File: config.mk
export PLATFORM = sky130hd
export DESIGN_NAME = mc_ctrl_fsm
export DESIGN_NICKNAME = d
export VERILOG_FILES = /design/src/rtl/mc_ctrl_fsm.sv
export SDC_FILE = /design/constraint.sdc
export NUM_CORES = 1
export LEC_CHECK = 0
export CAP_MARGIN = 25
export CELL_PAD_IN_SITES_DETAIL_PLACEMENT = 0
export CELL_PAD_IN_SITES_GLOBAL_PLACEMENT = 1
export CORE_ASPECT_RATIO = 1.4
export CORE_MARGIN = 5
export CORE_UTILIZATION = 34
export DETAILED_ROUTE_END_ITERATION = 12
export GPL_ROUTABILITY_DRIVEN = 0
export HOLD_SLACK_MARGIN = 0.03
export PLACE_DENSITY_LB_ADDON = 0.1
export SYNTH_ARGS = -nofsm -noshare
export SYNTH_HDL_FRONTEND = slang
export SYNTH_SLANG_ARGS = --single-unit
export TNS_END_PERCENT = 50
File: constraint.sdc
create_clock -name clk -period 2.6 [get_ports clk]
set_clock_uncertainty 0.15 [all_clocks]
set_input_delay 0.52 -clock clk [delete_from_list [all_inputs] [get_ports clk]]
set_output_delay 0.52 -clock clk [all_outputs]
set_load 0.02 [all_outputs]
File: src/rtl/mc_ctrl_fsm.sv
// mc_ctrl_fsm -- multi-cycle RISC-V-style control FSM (IF/ID/EX/MEM/WB/ERR).
//
// Captures the instruction on the IF->ID edge into an internal instruction
// register and decodes only from that register. The datapath controls
// (MemRead, MemWrite, RegWrite, ALUSrc, MemtoReg, loadPC, PCSrc, ALUCtrl) are
// functions of the current state and the instruction register, so the
// asynchronous reset silences every strobe immediately.
//
// Parameters
//   MEM_TIMEOUT  MEM cycles waited for mem_ready before entering ERR (1..255)
//   CNT_W        width of the retired-instruction counter
//
// Ports
//   clk, rst          clock (rising edge), asynchronous active-high reset
//   instr[31:0]       instruction word, sampled in IF
//   zero, lt          ALU flags, sampled in EX for the branch decision
//   mem_ready         data-memory completion, sampled in MEM
//   MemRead .. PCSrc  datapath control strobes
//   ALUCtrl[3:0]      ALU operation select
//   state[2:0]        IF 000, ID 001, EX 010, MEM 011, WB 100, ERR 101
//   mem_err           sticky memory-timeout flag (cleared only by rst)
//   instr_cnt         retired-instruction count
//
// Build option
//   MC_CTRL_PERF_CNT_EN  when defined, instr_cnt counts loadPC pulses
//                        (wrapping); otherwise it is tied to zero and no
//                        counter register exists.

module mc_ctrl_fsm #(
    parameter int unsigned MEM_TIMEOUT = 15,
    parameter int unsigned CNT_W       = 32
) (
    input  logic             clk,
    input  logic             rst,
    input  logic [31:0]      instr,
    input  logic             zero,
    input  logic             lt,
    input  logic             mem_ready,
    output logic             MemRead,
    output logic             MemWrite,
    output logic             RegWrite,
    output logic             ALUSrc,
    output logic             MemtoReg,
    output logic             loadPC,
    output logic             PCSrc,
    output logic [3:0]       ALUCtrl,
    output logic [2:0]       state,
    output logic             mem_err,
    output logic [CNT_W-1:0] instr_cnt
);

    // State encoding (visible on the state port).
    localparam logic [2:0] StIf  = 3'b000;
    localparam logic [2:0] StId  = 3'b001;
    localparam logic [2:0] StEx  = 3'b010;
    localparam logic [2:0] StMem = 3'b011;
    localparam logic [2:0] StWb  = 3'b100;
    localparam logic [2:0] StErr = 3'b101;

    // Opcodes.
    localparam logic [6:0] OpLoad   = 7'b0000011;
    localparam logic [6:0] OpStore  = 7'b0100011;
    localparam logic [6:0] OpBranch = 7'b1100011;
    localparam logic [6:0] OpReg    = 7'b0110011;
    localparam logic [6:0] OpImm    = 7'b0010011;

    // ALU operation codes.
    localparam logic [3:0] AluAnd = 4'b0000;
    localparam logic [3:0] AluOr  = 4'b0001;
    localparam logic [3:0] AluAdd = 4'b0010;
    localparam logic [3:0] AluSub = 4'b0110;
    localparam logic [3:0] AluSlt = 4'b0100;
    localparam logic [3:0] AluXor = 4'b0101;
    localparam logic [3:0] AluLsr = 4'b1000;
    localparam logic [3:0] AluLsl = 4'b1001;
    localparam logic [3:0] AluAsr = 4'b1010;

    localparam logic [6:0] F7Base = 7'b0000000;
    localparam logic [6:0] F7Alt  = 7'b0100000;

    // One extra bit so the incremented wait count can be compared without wrap.
    localparam logic [8:0] TimeoutVal = 9'(MEM_TIMEOUT);

    logic [2:0]  state_q, state_d;
    logic [31:0] ir_q, ir_d;
    logic [7:0]  wait_q, wait_d;
    logic        br_q, br_d;
    logic        err_q, err_d;

    logic [6:0]  opcode;
    logic [2:0]  funct3;
    logic [6:0]  funct7;
    logic        is_load, is_store, is_branch, is_reg, is_imm;
    logic        br_cond;
    logic [3:0]  alu_dec;
    logic [8:0]  wait_inc;
    logic        in_decode, in_exec;

    // Register-index fields are not needed by the controller.
    logic unused_ir;
    assign unused_ir = ^{ir_q[24:15], ir_q[11:7]};

    // ------------------------------------------------------------------
    // Instruction-register decode
    // ------------------------------------------------------------------
    assign opcode    = ir_q[6:0];
    assign funct3    = ir_q[14:12];
    assign funct7    = ir_q[31:25];
    assign is_load   = (opcode == OpLoad);
    assign is_store  = (opcode == OpStore);
    assign is_branch = (opcode == OpBranch);
    assign is_reg    = (opcode == OpReg);
    assign is_imm    = (opcode == OpImm);

    always_comb begin
        alu_dec = AluAnd;
        case (opcode)
            OpLoad, OpStore: alu_dec = AluAdd;
            OpBranch:        alu_dec = AluSub;
            OpReg: begin
                case ({funct7, funct3})
                    {F7Base, 3'b000}: alu_dec = AluAdd;
                    {F7Alt,  3'b000}: alu_dec = AluSub;
                    {F7Base, 3'b001}: alu_dec = AluLsl;
                    {F7Base, 3'b010}: alu_dec = AluSlt;
                    {F7Base, 3'b100}: alu_dec = AluXor;
                    {F7Base, 3'b101}: alu_dec = AluLsr;
                    {F7Alt,  3'b101}: alu_dec = AluAsr;
                    {F7Base, 3'b110}: alu_dec = AluOr;
                    {F7Base, 3'b111}: alu_dec = AluAnd;
                    default:          alu_dec = AluAnd;
                endcase
            end
            OpImm: begin
                case (funct3)
                    3'b000:  alu_dec = AluAdd;
                    3'b001:  alu_dec = AluLsl;
                    3'b010:  alu_dec = AluSlt;
                    3'b100:  alu_dec = AluXor;
                    3'b110:  alu_dec = AluOr;
                    3'b111:  alu_dec = AluAnd;
                    3'b101: begin
                        // Shift-right flavour is selected by funct7.
                        if (funct7 == F7Base) begin
                            alu_dec = AluLsr;
                        end else if (funct7 == F7Alt) begin
                            alu_dec = AluAsr;
                        end else begin
                            alu_dec = AluAnd;
                        end
                    end
                    default: alu_dec = AluAnd;
                endcase
            end
            default: alu_dec = AluAnd;
        endcase
    end

    // Branch condition from the live EX-stage ALU flags.
    always_comb begin
        br_cond = 1'b0;
        case (funct3)
            3'b000:  br_cond = zero;
            3'b001:  br_cond = ~zero;
            3'b100:  br_cond = lt;
            3'b101:  br_cond = ~lt;
            default: br_cond = 1'b0;
        endcase
    end

    // ------------------------------------------------------------------
    // Next-state logic
    // ------------------------------------------------------------------
    assign wait_inc = {1'b0, wait_q} + 9'd1;

    always_comb begin
        state_d = state_q;
        ir_d    = ir_q;
        wait_d  = wait_q;
        br_d    = br_q;
        err_d   = err_q;
        case (state_q)
            StIf: begin
                ir_d    = instr;
                state_d = StId;
            end
            StId: begin
                state_d = StEx;
            end
            StEx: begin
                br_d    = is_branch & br_cond;
                wait_d  = '0;
                state_d = (is_load || is_store) ? StMem : StWb;
            end
            StMem: begin
                // A completion on the timeout cycle still wins over the error.
                if (mem_ready) begin
                    state_d = StWb;
                end else if (wait_inc == TimeoutVal) begin
                    state_d = StErr;
                    err_d   = 1'b1;
                end else begin
                    wait_d = wait_inc[7:0];
                end
            end
            StWb: begin
                state_d = StIf;
            end
            StErr: begin
                state_d = StErr;
            end
            default: begin
                state_d = StIf;
            end
        endcase
    end

    always_ff @(posedge clk or posedge rst) begin
        if (rst) begin
            state_q <= StIf;
            ir_q    <= '0;
            wait_q  <= '0;
            br_q    <= 1'b0;
            err_q   <= 1'b0;
        end else begin
            state_q <= state_d;
            ir_q    <= ir_d;
            wait_q  <= wait_d;
            br_q    <= br_d;
            err_q   <= err_d;
        end
    end

    // ------------------------------------------------------------------
    // Control outputs (Moore: state + instruction register only)
    // ------------------------------------------------------------------
    assign in_exec   = (state_q == StEx) || (state_q == StMem) || (state_q == StWb);
    assign in_decode = (state_q == StId) || in_exec;

    always_comb begin
        ALUCtrl  = in_decode ? alu_dec : AluAnd;
        ALUSrc   = in_exec & (is_load | is_store | is_imm);
        MemtoReg = in_exec & is_load;
        MemRead  = (state_q == StMem) & is_load;
        MemWrite = (state_q == StMem) & is_store;
        RegWrite = (state_q == StWb) & (is_load | is_reg | is_imm);
        loadPC   = (state_q == StWb);
        PCSrc    = (state_q == StWb) & br_q;
    end

    assign state   = state_q;
    assign mem_err = err_q;

    // ------------------------------------------------------------------
    // Retired-instruction counter
    // ------------------------------------------------------------------
`ifdef MC_CTRL_PERF_CNT_EN
    logic [CNT_W-1:0] cnt_q, cnt_d;

    assign cnt_d = loadPC ? (cnt_q + CNT_W'(1)) : cnt_q;

    always_ff @(posedge clk or posedge rst) begin
        if (rst) begin
            cnt_q <= '0;
        end else begin
            cnt_q <= cnt_d;
        end
    end

    assign instr_cnt = cnt_q;
`else
    assign instr_cnt = '0;
`endif

endmodule

==> run metrics <==
Via density 4.77; Power Density 935 mW/mm^2; final instance area 0.00263 mm^2; Yosys cell types 49; detailed-route via count 1709; setup_tns 0 ps; first-pass GRT wire length 8120 um; synthesized flop and latch total 30; endpoint class of the critical path output port; Switching Fraction 40.7%; htree depth 2; Post-synth top flop dfrtp_1; area leader, netlist dfrtp_1; worst reg2reg setup slack 660 ps; total iterations of the first detailed-routing run 4; n_diodes 0; synthesis-to-finish area growth 28.7%; count leader, synth buf_4; Core ar. 0.00586 mm^2; combinational share of power 52.1%; placed insts 350; Area after DPL 0.00251 mm^2; Max Cap Viol 0; critical path class reg2out; share of cells above drive strength 1 23.6%; Tot Pwr 2.46 mW; Hold WC Path Type reg2reg; FMAX 0.390 GHz; GR Overflow Total 0; Worst Setup SP ir_q[27]; DR iter-0 viols 49; Synth async-reset ratio 100%; worst r2r path cells 6; worst reg2reg endpoint wait_q[6]; Final Worst Setup Slack 36.2 ps; Synth Instances 231; post-place setup slack -244 ps; minimum clock period 2560 ps; unrepaired setup endpoints after global routing true; LEAKAGE 1.14 nW; Clk pwr share 16.4%; root buf cell clkbuf_8; Final Cycle Share 98.6%; vias in the first global route 1707; Final Util 44.8%; P_sw 1.00 mW; YS warnings 0; Flop pwr share 31.5%; sequential share of the synthesized area 36.7%; post-route ant nets 0; GRT Resource Usage Total 14.0%; Routed WL 5060 um; Worst Hold Slack 316 ps; dpl hpwl 3910 um; Hold Path Depth 1; NumNets Final 326; Clock transition at path regs 70 ps; Die Footprint 0.00768 mm^2; Worst Path Arrival 1890 ps; crit path capture ALUCtrl[3]; # IOs 84; Synth area leaders dfrtp_1 37%, buf_4 12%, mux2_2 7.2%; syn_area_per_cell 8.85 um^2; Yosys top cell area share 36.7%; Slew Viols, Final 0; clock buffer depth 2; reg-to-reg startpoint wait_q[0]; worst skew pair latency 280 ps; CP Data Required Time 1930 ps; Cell Rows 33; WL/cell 14.1 um; Setup crit start kind flip-flop; Die W 75.5 um; Die Y 102 um; CP Max Fanout 3; final count of negative-setup-slack endpoints 0; Synth top cells by count 32 x buf_4, 30 x dfrtp_1, 21 x nand2_1; Cell Area, Synth 0.00204 mm^2; internal power 1.46 mW; status finished clean; Port Buffers 36; Layout Cells excl Fill 358; peak supply drop 0.000384 V; slew of the pin with the lowest slew margin 613 ps; CTS tree built; pin count of the biggest net entering global routing 31; Sink Count 30; Slew HR 58.8%; number of synthesized flops with an enable pin 0; Initial Util 34.8%; initial antenna violation count 0; final hold violation count 0; DRC 0; total CTS buffers 5
[cell families (layout without fill, tap and decap cells)]
logic type	Yosys count	in the layout	share of synthesized area, %
simple gates	72	72	19.2
buf+inv	54	80	16.2
compound gates	50	50	15.3
flops	30	30	36.7
mux	15	15	8.14
xor+xnor	7	7	3.00
fa+ha+maj	2	2	1.22
other cells	1	32	0.184
[per-layer routing]
layer	GRT usage (%)	vias up	part of all wire [%]
met2	25.3	35	56
met1	15.7	805	38
met4	4.04	0	1.1
li1	-	862	-
met3	3.57	7	5.0
met5	0	-	0
[layout by cell type, fill, tap and decap left out, types with 3 or more instances in the layout]
cell type,synthesis,routed
conb_1,1,32
dfrtp_1,30,30
clkdlybuf4s50_1,0,27
buf_4,32,27
nand2_1,21,21
mux2_2,13,13
nor2_1,14,12
o21ai_0,12,12
a21oi_1,15,12
inv_1,10,10
nor3_1,7,6
clkbuf_8,0,6
nand2b_1,5,5
nand4_1,5,5
xor2_1,4,4
o31ai_1,4,4
xnor2_1,3,3
o22ai_1,3,3
a21oi_2,0,3
dlygate4sd2_1,0,3
[timing repair]
action                     in CTS  in global routing
setup endpoints to repair       9                  9
hold buffers                    0                  0
buffers inserted                0                  0
pin swaps                       0                  4
gates resized for setup        24                 16
[power by group through the flow]
stage	registers [mW]	logic (mW)	clock network (mW)
2_1_floorplan	0.761	0.829	0
3_3_place_gp	0.778	1.26	0
3_5_place_dp	0.778	1.27	0
4_1_cts	0.777	1.29	0.426
5_1_grt	0.802	1.43	0.441
6_report	0.775	1.28	0.403
[worst min-delay path by stage]
| stage | endpoint | from | slack, ps |
|---|---|---|---|
| global placement | mem_err | mem_err | 300 |
| finish | mem_err | mem_err | 320 |
| floorplan | br_q | br_q | 310 |
| global route | mem_err | mem_err | 330 |
| detailed placement | mem_err | mem_err | 310 |
| CTS | mem_err | mem_err | 320 |
[flip-flops by register name (all words and copies together) (netlist names)]
| name | cells |
|---|---|
| wait_q | 8 |
| br_q | 1 |
| state | 3 |
| mem_err | 1 |
| ir_q | 17 |
[cell type report]
cell class                      instances  area (um^2)
Fill cell                             619         3230
Multi-Input combinational cell        178         1120
Sequential cell                        30          751
Timing Repair Buffer                   62          541
Tap cell                               70         87.6
Clock buffer                            6         82.6
Inverter                               10         37.5
Clock inverter                          2         12.5
[worst max-delay path: stages (launching register included)]
cell	delay (ps)
dfrtp_1	390
nor4_2	270
nand2_1	130
buf_4	170
a21oi_2	120
a21oi_1	60
nor4b_2	270
buf_4	200
No activity file was read; power rests on OpenSTA's default activity.
